**src/rtl/cc_bus_initiator.sv**
```systemverilog
// Initiator for the external parallel memory/peripheral bus: turns one internal
// read/write request at a time into a registered CS/RD/WR strobe sequence.
module cc_bus_initiator #(
    parameter int ADDR_WIDTH  = 16,
    parameter int DATA_WIDTH  = 8,
    parameter int WAIT_STATES = 2,
    parameter int TURNAROUND  = 1
) (
    input  logic                  clk,
    input  logic                  reset_n,
    input  logic                  req,
    input  logic                  wr,
    input  logic [ADDR_WIDTH-1:0] addr,
    input  logic [DATA_WIDTH-1:0] wdata,
    output logic                  ready,
    output logic                  done,
    output logic [DATA_WIDTH-1:0] rdata,
    output logic                  rdata_valid,
    output logic [ADDR_WIDTH-1:0] bus_addr,
    output logic [DATA_WIDTH-1:0] bus_data_out,
    input  logic [DATA_WIDTH-1:0] bus_data_in,
    output logic                  bus_data_oe,
    output logic                  bus_cs_n,
    output logic                  bus_rd_n,
    output logic                  bus_wr_n
);

    typedef enum logic [2:0] {
        S_IDLE,
        S_SETUP,
        S_STROBE,
        S_HOLD,
        S_TURN
    } state_t;

    localparam logic [7:0] WAIT_LOAD = 8'(WAIT_STATES);
    localparam logic [7:0] TURN_LOAD = 8'(TURNAROUND - 1);

    state_t                state, state_nx;
    logic [7:0]            cnt, cnt_nx;
    logic                  is_wr, is_wr_nx;
    logic                  done_nx, rdata_valid_nx;
    logic [DATA_WIDTH-1:0] rdata_nx;
    logic [ADDR_WIDTH-1:0] bus_addr_nx;
    logic [DATA_WIDTH-1:0] bus_data_out_nx;
    logic                  bus_data_oe_nx, bus_cs_n_nx, bus_rd_n_nx, bus_wr_n_nx;

    assign ready = (state == S_IDLE);

    // Next values of every registered output are formed here, so the pins are
    // pure flops and req never reaches them combinationally.
    always_comb begin
        state_nx        = state;
        cnt_nx          = cnt;
        is_wr_nx        = is_wr;
        done_nx         = done;
        rdata_valid_nx  = rdata_valid;
        rdata_nx        = rdata;
        bus_addr_nx     = bus_addr;
        bus_data_out_nx = bus_data_out;
        bus_data_oe_nx  = bus_data_oe;
        bus_cs_n_nx     = bus_cs_n;
        bus_rd_n_nx     = bus_rd_n;
        bus_wr_n_nx     = bus_wr_n;

        case (state)
            S_IDLE: begin
                if (req) begin
                    is_wr_nx       = wr;
                    bus_addr_nx    = addr;
                    bus_cs_n_nx    = 1'b0;
                    bus_data_oe_nx = wr;
                    if (wr) bus_data_out_nx = wdata;
                    state_nx       = S_SETUP;
                end
            end
            S_SETUP: begin
                if (is_wr) bus_wr_n_nx = 1'b0;
                else       bus_rd_n_nx = 1'b0;
                cnt_nx   = WAIT_LOAD;
                state_nx = S_STROBE;
            end
            S_STROBE: begin
                if (cnt == 8'd0) begin
                    bus_rd_n_nx    = 1'b1;
                    bus_wr_n_nx    = 1'b1;
                    if (!is_wr) rdata_nx = bus_data_in;
                    done_nx        = 1'b1;
                    rdata_valid_nx = ~is_wr;
                    state_nx       = S_HOLD;
                end else begin
                    cnt_nx = cnt - 8'd1;
                end
            end
            S_HOLD: begin
                bus_cs_n_nx    = 1'b1;
                bus_data_oe_nx = 1'b0;
                done_nx        = 1'b0;
                rdata_valid_nx = 1'b0;
                if (TURNAROUND == 0) begin
                    state_nx = S_IDLE;
                end else begin
                    cnt_nx   = TURN_LOAD;
                    state_nx = S_TURN;
                end
            end
            S_TURN: begin
                if (cnt == 8'd0) state_nx = S_IDLE;
                else             cnt_nx   = cnt - 8'd1;
            end
            default: state_nx = S_IDLE;
        endcase
    end

    // NOTE: state uses non-blocking assignments so every flop samples the
    // pre-edge values; blocking here would create order-dependent races.
    always_ff @(posedge clk or negedge reset_n) begin
        if (!reset_n) begin
            state        <= S_IDLE;
            cnt          <= 8'd0;
            is_wr        <= 1'b0;
            done         <= 1'b0;
            rdata_valid  <= 1'b0;
            rdata        <= '0;
            bus_addr     <= '0;
            bus_data_out <= '0;
            bus_data_oe  <= 1'b0;
            bus_cs_n     <= 1'b1;
            bus_rd_n     <= 1'b1;
            bus_wr_n     <= 1'b1;
        end else begin
            state        <= state_nx;
            cnt          <= cnt_nx;
            is_wr        <= is_wr_nx;
            done         <= done_nx;
            rdata_valid  <= rdata_valid_nx;
            rdata        <= rdata_nx;
            bus_addr     <= bus_addr_nx;
            bus_data_out <= bus_data_out_nx;
            bus_data_oe  <= bus_data_oe_nx;
            bus_cs_n     <= bus_cs_n_nx;
            bus_rd_n     <= bus_rd_n_nx;
            bus_wr_n     <= bus_wr_n_nx;
        end
    end

endmodule

```
**config.mk**
```make
export PLATFORM = sky130hd
export DESIGN_NAME = cc_bus_initiator
export DESIGN_NICKNAME = d
export VERILOG_FILES = /design/src/rtl/cc_bus_initiator.sv
export SDC_FILE = /design/constraint.sdc
export NUM_CORES = 1
export LEC_CHECK = 0
export CORE_ASPECT_RATIO = 0.7
export CORE_MARGIN = 2
export CORE_UTILIZATION = 55
export DETAILED_ROUTE_END_ITERATION = 7
export DONT_BUFFER_PORTS = 1
export GPL_TIMING_DRIVEN = 1
export PLACE_DENSITY = 0.7
export SLEW_MARGIN = 20
export SYNTH_ARGS = -nofsm -noshare
export SYNTH_HDL_FRONTEND = slang
export SYNTH_SLANG_ARGS = --single-unit
```
**constraint.sdc**
```tcl
create_clock -name clk -period 4.3 [get_ports clk]
set_input_delay 0.86 -clock clk [delete_from_list [all_inputs] [get_ports clk]]
set_output_delay 0.86 -clock clk [all_outputs]
set_load 0.01 [all_outputs]
```
==> results of run 1 <==
==> registers in the layout, indices dropped and copies added, names as in the netlist, 3 cells and up <==
signal        flops
state             3
bus_data_out      8
cnt               8
rdata             8
bus_addr         16
==> worst register-to-register path: stages (launching register included) <==
cell,delay [ns]
sky130_fd_sc_hd__dfrtp_1,0.53
sky130_fd_sc_hd__nor3_1,0.54
sky130_fd_sc_hd__and2_1,0.64
sky130_fd_sc_hd__nand2_2,0.29
sky130_fd_sc_hd__mux2_2,0.34
==> report_power, final <==
group / total (mW) / switching [mW] / internal (mW)
Combinational: 0.648 / 0.348 / 0.300
Sequential: 0.996 / 0.293 / 0.703
Clock: 0.335 / 0.145 / 0.190
==> cells in the final DEF, fill, tap and decap left out, types with 2 or more instances in the layout <==
cell type / n
sky130_fd_sc_hd__nand2_1: 63
sky130_fd_sc_hd__dfrtp_1: 47
sky130_fd_sc_hd__nor2_1: 10
sky130_fd_sc_hd__o21ai_0: 9
sky130_fd_sc_hd__mux2_2: 8
sky130_fd_sc_hd__mux2_4: 8
sky130_fd_sc_hd__inv_1: 6
sky130_fd_sc_hd__clkbuf_8: 6
sky130_fd_sc_hd__a21oi_1: 5
sky130_fd_sc_hd__mux2i_1: 4
sky130_fd_sc_hd__nand3_1: 3
sky130_fd_sc_hd__dfstp_2: 3
sky130_fd_sc_hd__nor3_1: 2
sky130_fd_sc_hd__nand2_2: 2
sky130_fd_sc_hd__or3_1: 2
sky130_fd_sc_hd__or4_1: 2
sky130_fd_sc_hd__nor2b_1: 2
sky130_fd_sc_hd__a31oi_1: 2
sky130_fd_sc_hd__a32o_1: 2
sky130_fd_sc_hd__ha_1: 2
==> worst paths after layout <==
check	start	end	depth (start not counted)
min in group clk	bus_cs_n	bus_cs_n	2
hold / removal	reset_n	state[0]	0
max in group asynchronous	reset_n	bus_wr_n	0
setup reg to reg	state[0]	bus_data_out[3]	4
hold reg to reg	bus_cs_n	bus_cs_n	2
setup / recovery	state[0]	bus_data_out[3]	4
==> metal layers <==
layer / track usage / up-vias / wire length, um
met1: 0.263 / 705 / 1840
met4: 0.0788 / 0 / 48
met3: 0.0691 / 4 / 387
li1: - / 684 / -
met5: 0 / - / 0
met2: 0.295 / 65 / 1900
==> per-stage QoR <==
stage          cell area, um2  total power, mW  setup WS (ns)  hold WS (ns)  instances
5_1_grt                  2330             2.13           1.68         0.228        257
3_5_place_dp             2210             1.65           1.88         0.481        249
3_3_place_gp             2210             1.60           2.03         0.481        249
6_report                 2330             1.98           1.86         0.248        257
2_1_floorplan            2190             1.50           2.39         0.465        204
4_1_cts                  2330             1.99           1.87         0.234        257
==> synthesized netlist by cell type, drive strengths merged, types with 2 or more instances <==
library cell,instances
nor2b,2
mux2,16
nor2,10
dfstp,3
mux2i,4
ha,2
dfrtp,47
nor3,2
nand3,3
inv,6
o21ai,9
a32o,2
or4,2
a21oi,5
or3,2
nand2,65
a31oi,2
clkbuf,4
buf,3
==> final cells by class <==
| class | instances | area, um2 |
|---|---|---|
| fillers | 301 | 1550 |
| flip-flops and latches | 50 | 1250 |
| multi-input cells | 141 | 867 |
| clock buffers | 7 | 86.3 |
| well taps | 52 | 65.1 |
| clock inverters | 1 | 30.0 |
| inverters | 6 | 22.5 |
==> cells by family after synthesis <==
logic type / synth area share
DFF: 0.573
adders and majority gates: 0.0114
muxes: 0.114
buffers and inverters: 0.0309
and+or+nand+nor: 0.187
xor gates and xnor gates: 0.00800
AOI/OAI and AO/OA: 0.0754
==> flow_metrics.tcl, run 1 <==
set metrics [dict create \
    detailedRoute.firstIterationViolations 54 \
    wl_per_cell_um 16.2 \
    report.final.hold_viol_count 0 \
    yosys_most_used_dff "sky130_fd_sc_hd__dfrtp_1" \
    critical_path.startpoint_type "flip-flop" \
    worst_slew_margin_rel 0.565 \
    drive_gt1_frac 0.151 \
    antenna_cells_inserted 0 \
    post_synth_inst_count 204 \
    critical_path_required_ns 4.49 \
    crit_path_cell_trace "nor3_1 > and2_1 > nand2_2 > mux2_2" \
    setup_tns_final_ns 0 \
    synth.avg_cell_area_um2 10.7 \
    syn-cell-area_um2 2190 \
    cts_made_buffers 5 \
    rsz0062_at_grt "no" \
    cts_tree "built" \
    drt-vias-per-instance 5.67 \
    max_cap_violations 0 \
    fin_skew_ns 0.0128 \
    post-synth-top-area-cell "sky130_fd_sc_hd__dfrtp_1" \
    achievable-frequency_mhz 410 \
    cp_max_fo 18 \
    rows 19 \
    timing.hold.worst.class "in2async" \
    irDropWorstVdd_v 0.000479 \
    synth_edf_count 0 \
    drc 0 \
    syn_to_final_growth_pct 6.23 \
    synth.top_cells.by_area "sky130_fd_sc_hd__dfrtp_1 54%, sky130_fd_sc_hd__nand2_1 11%, sky130_fd_sc_hd__mux2_4 5.5%" \
    ant_nets 0 \
    design.die.area_um2 4510 \
    via_count_of_the_first_global_routing_pass 1428 \
    cts-root-to-sink-buffers 2 \
    cts_num_sinks 50 \
    worst_margin_pin_slew_ns 0.653 \
    largest_stage_delay_on_the_critical_path_ns 0.64 \
    postCtsSetupRepairBufs 0 \
    cts.clk_slew.worst_paths_ns 0.09 \
    final_period_minus_worst_setup_slack_ns 2.44 \
    firstDrtPassIters 7 \
    grt_antenna_before_repair 0 \
    cellLeakagePower_nw 1.16 \
    timing.critical_path.to_type "flip-flop" \
    ys_types 39 \
    floorplan.initialDensity 0.565 \
    power.density_nw_per_um2 851 \
    synthDominantCellAreaShare 0.537 \
    seq_area_frac_synth 0.573 \
    place_congestion 0.863 \
    grt_max_degree 51 \
    design.core.area_um2 3870 \
    worst-path-buf-inv 0 \
    overflow 0 \
    floorplan.io_pins 75 \
    setup_viol 0 \
    outcome "finished, final reports clean" \
    synthesis.yosys.warnings 0 \
    slew_viol_final 0 \
    routed_wire_length_um 4180 \
    critical_path_arrival_ns 2.63 \
    finalNetCount 242 \
    post_cts_resized 0 \
    gr_usage_total 0.197 \
    post-dp-hpwl_um 3020 \
    layout_worst_path_cycle_share 0.567 \
    htree_num_levels 2 \
    vias 1458 \
    cp_slowest_cell "sky130_fd_sc_hd__and2_1" \
    clock_insertion_delay_worst_skew_ns 0.30 \
    fin_util 0.600 \
    postSynthRegisterBits 50 \
    clock-root-buffer "sky130_fd_sc_hd__clkbuf_8" \
    async_reset_ff_frac 1.00 \
    die_height_um 56.8 \
    timing_worst_setup_path_type "reg2reg" \
    ctsHoldBuffers 0 \
    floorplan.die.width_um 79.4 \
    portBuffers 0 \
    timing.critical_path.max_delay_family "simple AND/OR/NAND/NOR gates" \
    ff2ff_setup_slack_ns 1.86 \
    grt_first_pass_wirelength_um 6690 \
    syn_nets 242 \
]
Power figures use the tool's default switching activity.
==> run 2: changes to the inputs <==
--- a/config.mk
+++ b/config.mk
@@ -5,13 +5,14 @@
 export SDC_FILE = /design/constraint.sdc
 export NUM_CORES = 1
 export LEC_CHECK = 0
+export ABC_AREA = 1
 export CORE_ASPECT_RATIO = 0.7
 export CORE_MARGIN = 2
 export CORE_UTILIZATION = 55
 export DETAILED_ROUTE_END_ITERATION = 7
 export DONT_BUFFER_PORTS = 1
 export GPL_TIMING_DRIVEN = 1
-export PLACE_DENSITY = 0.7
+export PLACE_DENSITY = 0.73
 export SLEW_MARGIN = 20
 export SYNTH_ARGS = -nofsm -noshare
 export SYNTH_HDL_FRONTEND = slang
==> constraint.sdc (replaced) <==
create_clock -name clk -period 2.1 [get_ports clk]
set_input_delay 0.42 -clock clk [delete_from_list [all_inputs] [get_ports clk]]
set_output_delay 0.42 -clock clk [all_outputs]
set_load 0.01 [all_outputs]
==> flow_metrics.tcl, run 2 <==
set metrics [dict create \
    post_cts_resized 0 \
    crit_path_cell_trace "nor2_2 > nand2_1 > inv_2 > nand2_4 > inv_4 > nand2_2 > nand2_1 > nand2_1" \
    ant_nets 0 \
    via_count_of_the_first_global_routing_pass 1489 \
    grt_max_degree 51 \
    grt_first_pass_wirelength_um 7040 \
    synth.avg_cell_area_um2 8.85 \
    cts_num_sinks 50 \
    antenna_cells_inserted 0 \
    postSynthRegisterBits 50 \
    drc 0 \
    htree_num_levels 2 \
    post-dp-hpwl_um 3120 \
    cts_made_buffers 5 \
    cts-root-to-sink-buffers 2 \
    detailedRoute.firstIterationViolations 120 \
    most_common_cell_after_layout_fill_and_taps_aside "sky130_fd_sc_hd__nand2_1" \
    timing.hold.worst.class "in2reg" \
    placedInstanceArea_um2 2300 \
    place_ws_ns 0.463 \
    dp.cells 304 \
    synth_edf_count 0 \
    clock-root-buffer "sky130_fd_sc_hd__clkbuf_8" \
    routed_wire_length_um 4380 \
    post_synth_inst_count 257 \
    syn_to_final_growth_pct 6.60 \
    final_period_minus_worst_setup_slack_ns 1.63 \
    layout_worst_path_cycle_share 0.777 \
    place_congestion 0.851 \
    largest_register "bus_addr" \
    critical_path.startpoint_type "flip-flop" \
    irDropWorstVdd_v 0.000880 \
    synth.top_cells.by_area "sky130_fd_sc_hd__dfrtp_1 52%, sky130_fd_sc_hd__nand2_1 17%, sky130_fd_sc_hd__nand3_1 4.0%" \
    async_reset_ff_frac 1.00 \
    cp_max_fo 26 \
    layout.cells.non_filler 313 \
    wl_per_cell_um 14.0 \
    seq_area_frac_synth 0.552 \
    critical_path_required_ns 2.31 \
    largest_register_ff_count 16 \
    layout_common_cells "104 x sky130_fd_sc_hd__nand2_1, 47 x sky130_fd_sc_hd__dfrtp_1, 20 x sky130_fd_sc_hd__inv_1" \
    yosys.cell_count.top_type "sky130_fd_sc_hd__nand2_1" \
    slew_viol_final 0 \
    setup_tns_final_ns 0 \
    floorplan.die.width_um 80.9 \
    worst_slew_margin_rel 0.829 \
    fin_util 0.614 \
    synthesis.yosys.warnings 0 \
    overflow 0 \
    design.die.area_um2 4670 \
    cts_tree "built" \
    syn_nets 295 \
    grt_antenna_before_repair 0 \
    finalNetCount 299 \
    setup_viol 0 \
    drive_gt1_frac 0.153 \
    synthDominantCellAreaShare 0.517 \
    timing.critical_path.to_type "flip-flop" \
    critical_path_arrival_ns 1.84 \
    die_height_um 57.8 \
    largest_stage_delay_on_the_critical_path_ns 0.41 \
    syn-cell-area_um2 2270 \
    cellLeakagePower_nw 1.30 \
    report.final.hold_viol_count 0 \
    achievable-frequency_mhz 613 \
    firstDrtPassIters 4 \
    rows 19 \
    ys_top_cells_by_count "104 x sky130_fd_sc_hd__nand2_1, 47 x sky130_fd_sc_hd__dfrtp_1, 20 x sky130_fd_sc_hd__inv_1" \
    rsz0062_at_grt "no" \
    fin_skew_ns 0.00853 \
    portBuffers 0 \
    power.density_nw_per_um2 1650 \
    outcome "finished, final reports clean" \
    hold_slack_ns 0.216 \
    design.core.area_um2 3950 \
    total_power_mw 4.01 \
    stdcell_area_um2 2420 \
    crit_path_frequent_cell "sky130_fd_sc_hd__nand2_1" \
    floorplan.io_pins 75 \
    vias 1591 \
    max_cap_violations 0 \
    cts.clk_slew.worst_paths_ns 0.09 \
    post-synth-top-area-cell "sky130_fd_sc_hd__dfrtp_1" \
    gr_usage_total 0.201 \
    ys_types 30 \
    clock_insertion_delay_worst_skew_ns 0.31 \
    worst_margin_pin_slew_ns 0.257 \
    layout_setup_ws_ns 0.469 \
    floorplan.initialDensity 0.576 \
    timing_worst_setup_path_type "reg2reg" \
    drt-vias-per-instance 5.08 \
    cp_slowest_cell "sky130_fd_sc_hd__dfrtp_1" \
    yosys_most_used_dff "sky130_fd_sc_hd__dfrtp_1" \
]
==> run 2: changes by cell type in the layout (fill, tap and decap cells not counted), sizes merged, moves of 4 or more <==
cell   delta
nand3    +17
mux2i     -4
nand4     +4
inv      +21
o21ai     +5
nor2      +6
nand2    +47
mux2     -16
==> run 2: routing by layer <==
metal / wire length, um / vias to the layer above / global-route usage
li1: - / 805 / -
met1: 2060 / 719 / 0.288
met2: 1910 / 59 / 0.285
met3: 341 / 8 / 0.0685
met4: 77 / 0 / 0.0799
met5: 0 / - / 0
==> run 2: power breakdown <==
| part | switching [mW] | internal, mW | total [mW] | leakage, nW |
|---|---|---|---|---|
| registers | 0.505 | 1.42 | 1.92 | 0.619 |
| clock network | 0.328 | 0.231 | 0.559 | 0.0444 |
| logic | 0.992 | 0.534 | 1.53 | 0.639 |
==> run 2: worst paths after layout <==
kind	end	cells past startpoint	slack [ns]	from
min	bus_addr[6]	2	0.22	addr[6]
min reg2reg	cnt[0]	1	0.47	cnt[0]
min in group asynchronous	bus_data_out[3]	2	0.61	reset_n
max reg2reg	bus_data_out[7]	8	0.47	state[2]
max	bus_data_out[7]	8	0.47	state[2]
max in group asynchronous	bus_rd_n	2	1.21	reset_n
==> run 2: cell type report <==
cell class | count | area (um2)
clock buffer | 5 | 68.8
multi-input combinational | 176 | 885
tap | 52 | 65.1
timing repair buffer | 2 | 37.5
sequential | 50 | 1250
clock inverter | 2 | 13.8
inverter | 26 | 100
fill | 369 | 1520
==> run 2: logic make-up after synthesis <==
kind of cell | count (synthesis) | share of synthesized area
XOR/XNOR | 3 | 0.0116
flip-flops | 50 | 0.552
AO/OA/AOI/OAI | 19 | 0.0600
adder cells (fa/ha/maj) | 2 | 0.0110
AND/OR/NAND/NOR | 152 | 0.306
buffers and inverters | 31 | 0.0594
==> run 2: timing repair <==
action,in CTS,in global routing
buffers inserted,0,0
endpoints found under the hold margin,50,0
hold buffers,2,0
==> run 2: worst max-delay path: cells and delay by family, from the launching register on <==
kind / cells / cell delay (ns)
simple gates: 6 / 0.74
buf+inv: 2 / 0.37
flops: 1 / 0.41
==> run 3: changes to the inputs <==
==> constraint.sdc (replaced) <==
create_clock -name clk -period 1.5 [get_ports clk]
set_input_delay 0.3 -clock clk [delete_from_list [all_inputs] [get_ports clk]]
set_output_delay 0.3 -clock clk [all_outputs]
set_load 0.01 [all_outputs]
==> flow_metrics.tcl, run 3 (synthesis results as in run 2) <==
set metrics [dict create \
    outcome "finished, final reports clean" \
    syn_to_final_growth_pct 10.5 \
    cellLeakagePower_nw 1.34 \
    wl_per_cell_um 14.0 \
    timing.critical_path.to_type "flip-flop" \
    die_height_um 57.8 \
    power.switching_mw 2.63 \
    timing.hold.worst.class "in2reg" \
    critical_path_arrival_ns 1.63 \
    cts.clk_slew.worst_paths_ns 0.09 \
    place_ws_ns 0.0242 \
    cts-root-to-sink-buffers 2 \
    power.density_nw_per_um2 2310 \
    slew_viol_final 0 \
    finalNetCount 307 \
    largest_register "bus_addr" \
    grt_first_pass_wirelength_um 7100 \
    max_cap_violations 0 \
    clock_insertion_delay_worst_skew_ns 0.30 \
    grt_max_degree 51 \
    cts_made_buffers 5 \
    fin_skew_ns 0.00977 \
    cts_tree "built" \
    firstDrtPassIters 4 \
    floorplan.die.width_um 80.9 \
    drc 0 \
    share_clk_of_total_power 0.130 \
    irDropWorstVdd_v 0.00111 \
    drt-vias-per-instance 5.19 \
    place_congestion 0.831 \
    most_common_cell_after_layout_fill_and_taps_aside "sky130_fd_sc_hd__nand2_1" \
    seq_power_share 0.466 \
    overflow 0 \
    post-dp-hpwl_um 3160 \
    cts_num_sinks 50 \
    portBuffers 0 \
    detailedRoute.firstIterationViolations 86 \
    routed_wire_length_um 4510 \
    placedInstanceArea_um2 2330 \
    ant_nets 0 \
    critical_path_required_ns 1.69 \
    worst_margin_pin_slew_ns 0.239 \
    floorplan.initialDensity 0.576 \
    worst_slew_margin_rel 0.840 \
    register_area_um2 1250 \
    layout_common_cells "104 x sky130_fd_sc_hd__nand2_1, 47 x sky130_fd_sc_hd__dfrtp_1, 19 x sky130_fd_sc_hd__inv_1" \
    setup_viol 0 \
    vias 1671 \
    via_count_of_the_first_global_routing_pass 1512 \
    sw_frac_of_total 0.452 \
    filler_cell_count 341 \
    drive_gt1_frac 0.185 \
    design.die.area_um2 4670 \
    gr_usage_total 0.203 \
    multiInputGateArea_um2 917 \
    fin_util 0.637 \
    rows 19 \
    htree_num_levels 2 \
    cp_max_fo 8 \
    cellInternalPower_mw 3.19 \
    power.combinational.fraction 0.404 \
    layout_worst_path_cycle_share 0.964 \
    timing_worst_setup_path_type "reg2reg" \
    largest_register_ff_count 16 \
    antenna_cells_inserted 0 \
    design.core.area_um2 3950 \
    clock-root-buffer "sky130_fd_sc_hd__clkbuf_8" \
    stdcell_area_um2 2510 \
    grt_antenna_before_repair 0 \
    floorplan.io_pins 75 \
    critical_path.startpoint_type "flip-flop" \
    final_period_minus_worst_setup_slack_ns 1.45 \
    layout_setup_ws_ns 0.0536 \
    report.final.hold_viol_count 0 \
    achievable-frequency_mhz 691 \
]
-- run 3: worst max-delay path, stage by stage (launching register included) --
cell and delay (ns):
sky130_fd_sc_hd__dfrtp_1 0.41, sky130_fd_sc_hd__inv_2 0.08, sky130_fd_sc_hd__ha_2 0.19, sky130_fd_sc_hd__nand3_4 0.09, sky130_fd_sc_hd__inv_1 0.11, sky130_fd_sc_hd__nand2_2 0.11, sky130_fd_sc_hd__nand2_4 0.13, sky130_fd_sc_hd__nand2_4 0.09
sky130_fd_sc_hd__nand3_1 0.07, sky130_fd_sc_hd__nand2_1 0.05
-- run 3: path summary, 6_finish.rpt --
| path | cells past startpoint | slack [ns] | to | startpoint |
|---|---|---|---|---|
| min | 2 | 0.11 | bus_addr[9] | addr[9] |
| min reg2reg | 1 | 0.49 | cnt[0] | cnt[0] |
| max | 9 | 0.05 | cnt[5] | cnt[1] |
| max in group asynchronous | 2 | 0.73 | bus_wr_n | reset_n |
| max reg2reg | 9 | 0.05 | cnt[5] | cnt[1] |
| min in group asynchronous | 2 | 0.50 | bus_data_out[3] | reset_n |
-- run 3: stage by stage --
stage	power, mW	hold slack [ns]	setup TNS (ns)	std cells
after floorplan	4.39	0.00441	0	257
after global routing	6.32	0.0798	-0.273	322
final	5.81	0.108	0	322
after detailed placement	4.91	0.00533	0	308
after global placement	4.81	0.00519	0	308
after CTS	5.72	0.0962	0	318
-- run 3: final cells by class --
cell class              instances  area share
multi-input cells             177       0.365
flip-flops and latches         50       0.499
inverters                      26      0.0398
clock inverters                 2     0.00548
well taps                      52      0.0259
clock buffers                   6      0.0289
repair buffers                  9      0.0358
-- run 3: timing repair --
item,in CTS,in global routing
hold buffers,2,0
gates resized for setup,0,5
hold endpoints to repair,50,0
setup endpoints to repair,0,21
buffers inserted,0,3
-- run 3: routing by layer --
metal	part of all wire	track usage
met4	0.013	0.0678
met3	0.062	0.0810
met2	0.45	0.289
met1	0.47	0.285
met5	0	0
-- run 3: power groups by stage --
stage	logic [mW]	registers [mW]	clock network, mW
detailed placement	2.19	2.72	0
CTS	2.21	2.71	0.794
global route	2.67	2.79	0.862
global placement	2.10	2.72	0
finish	2.35	2.71	0.758
floorplan	1.80	2.59	0
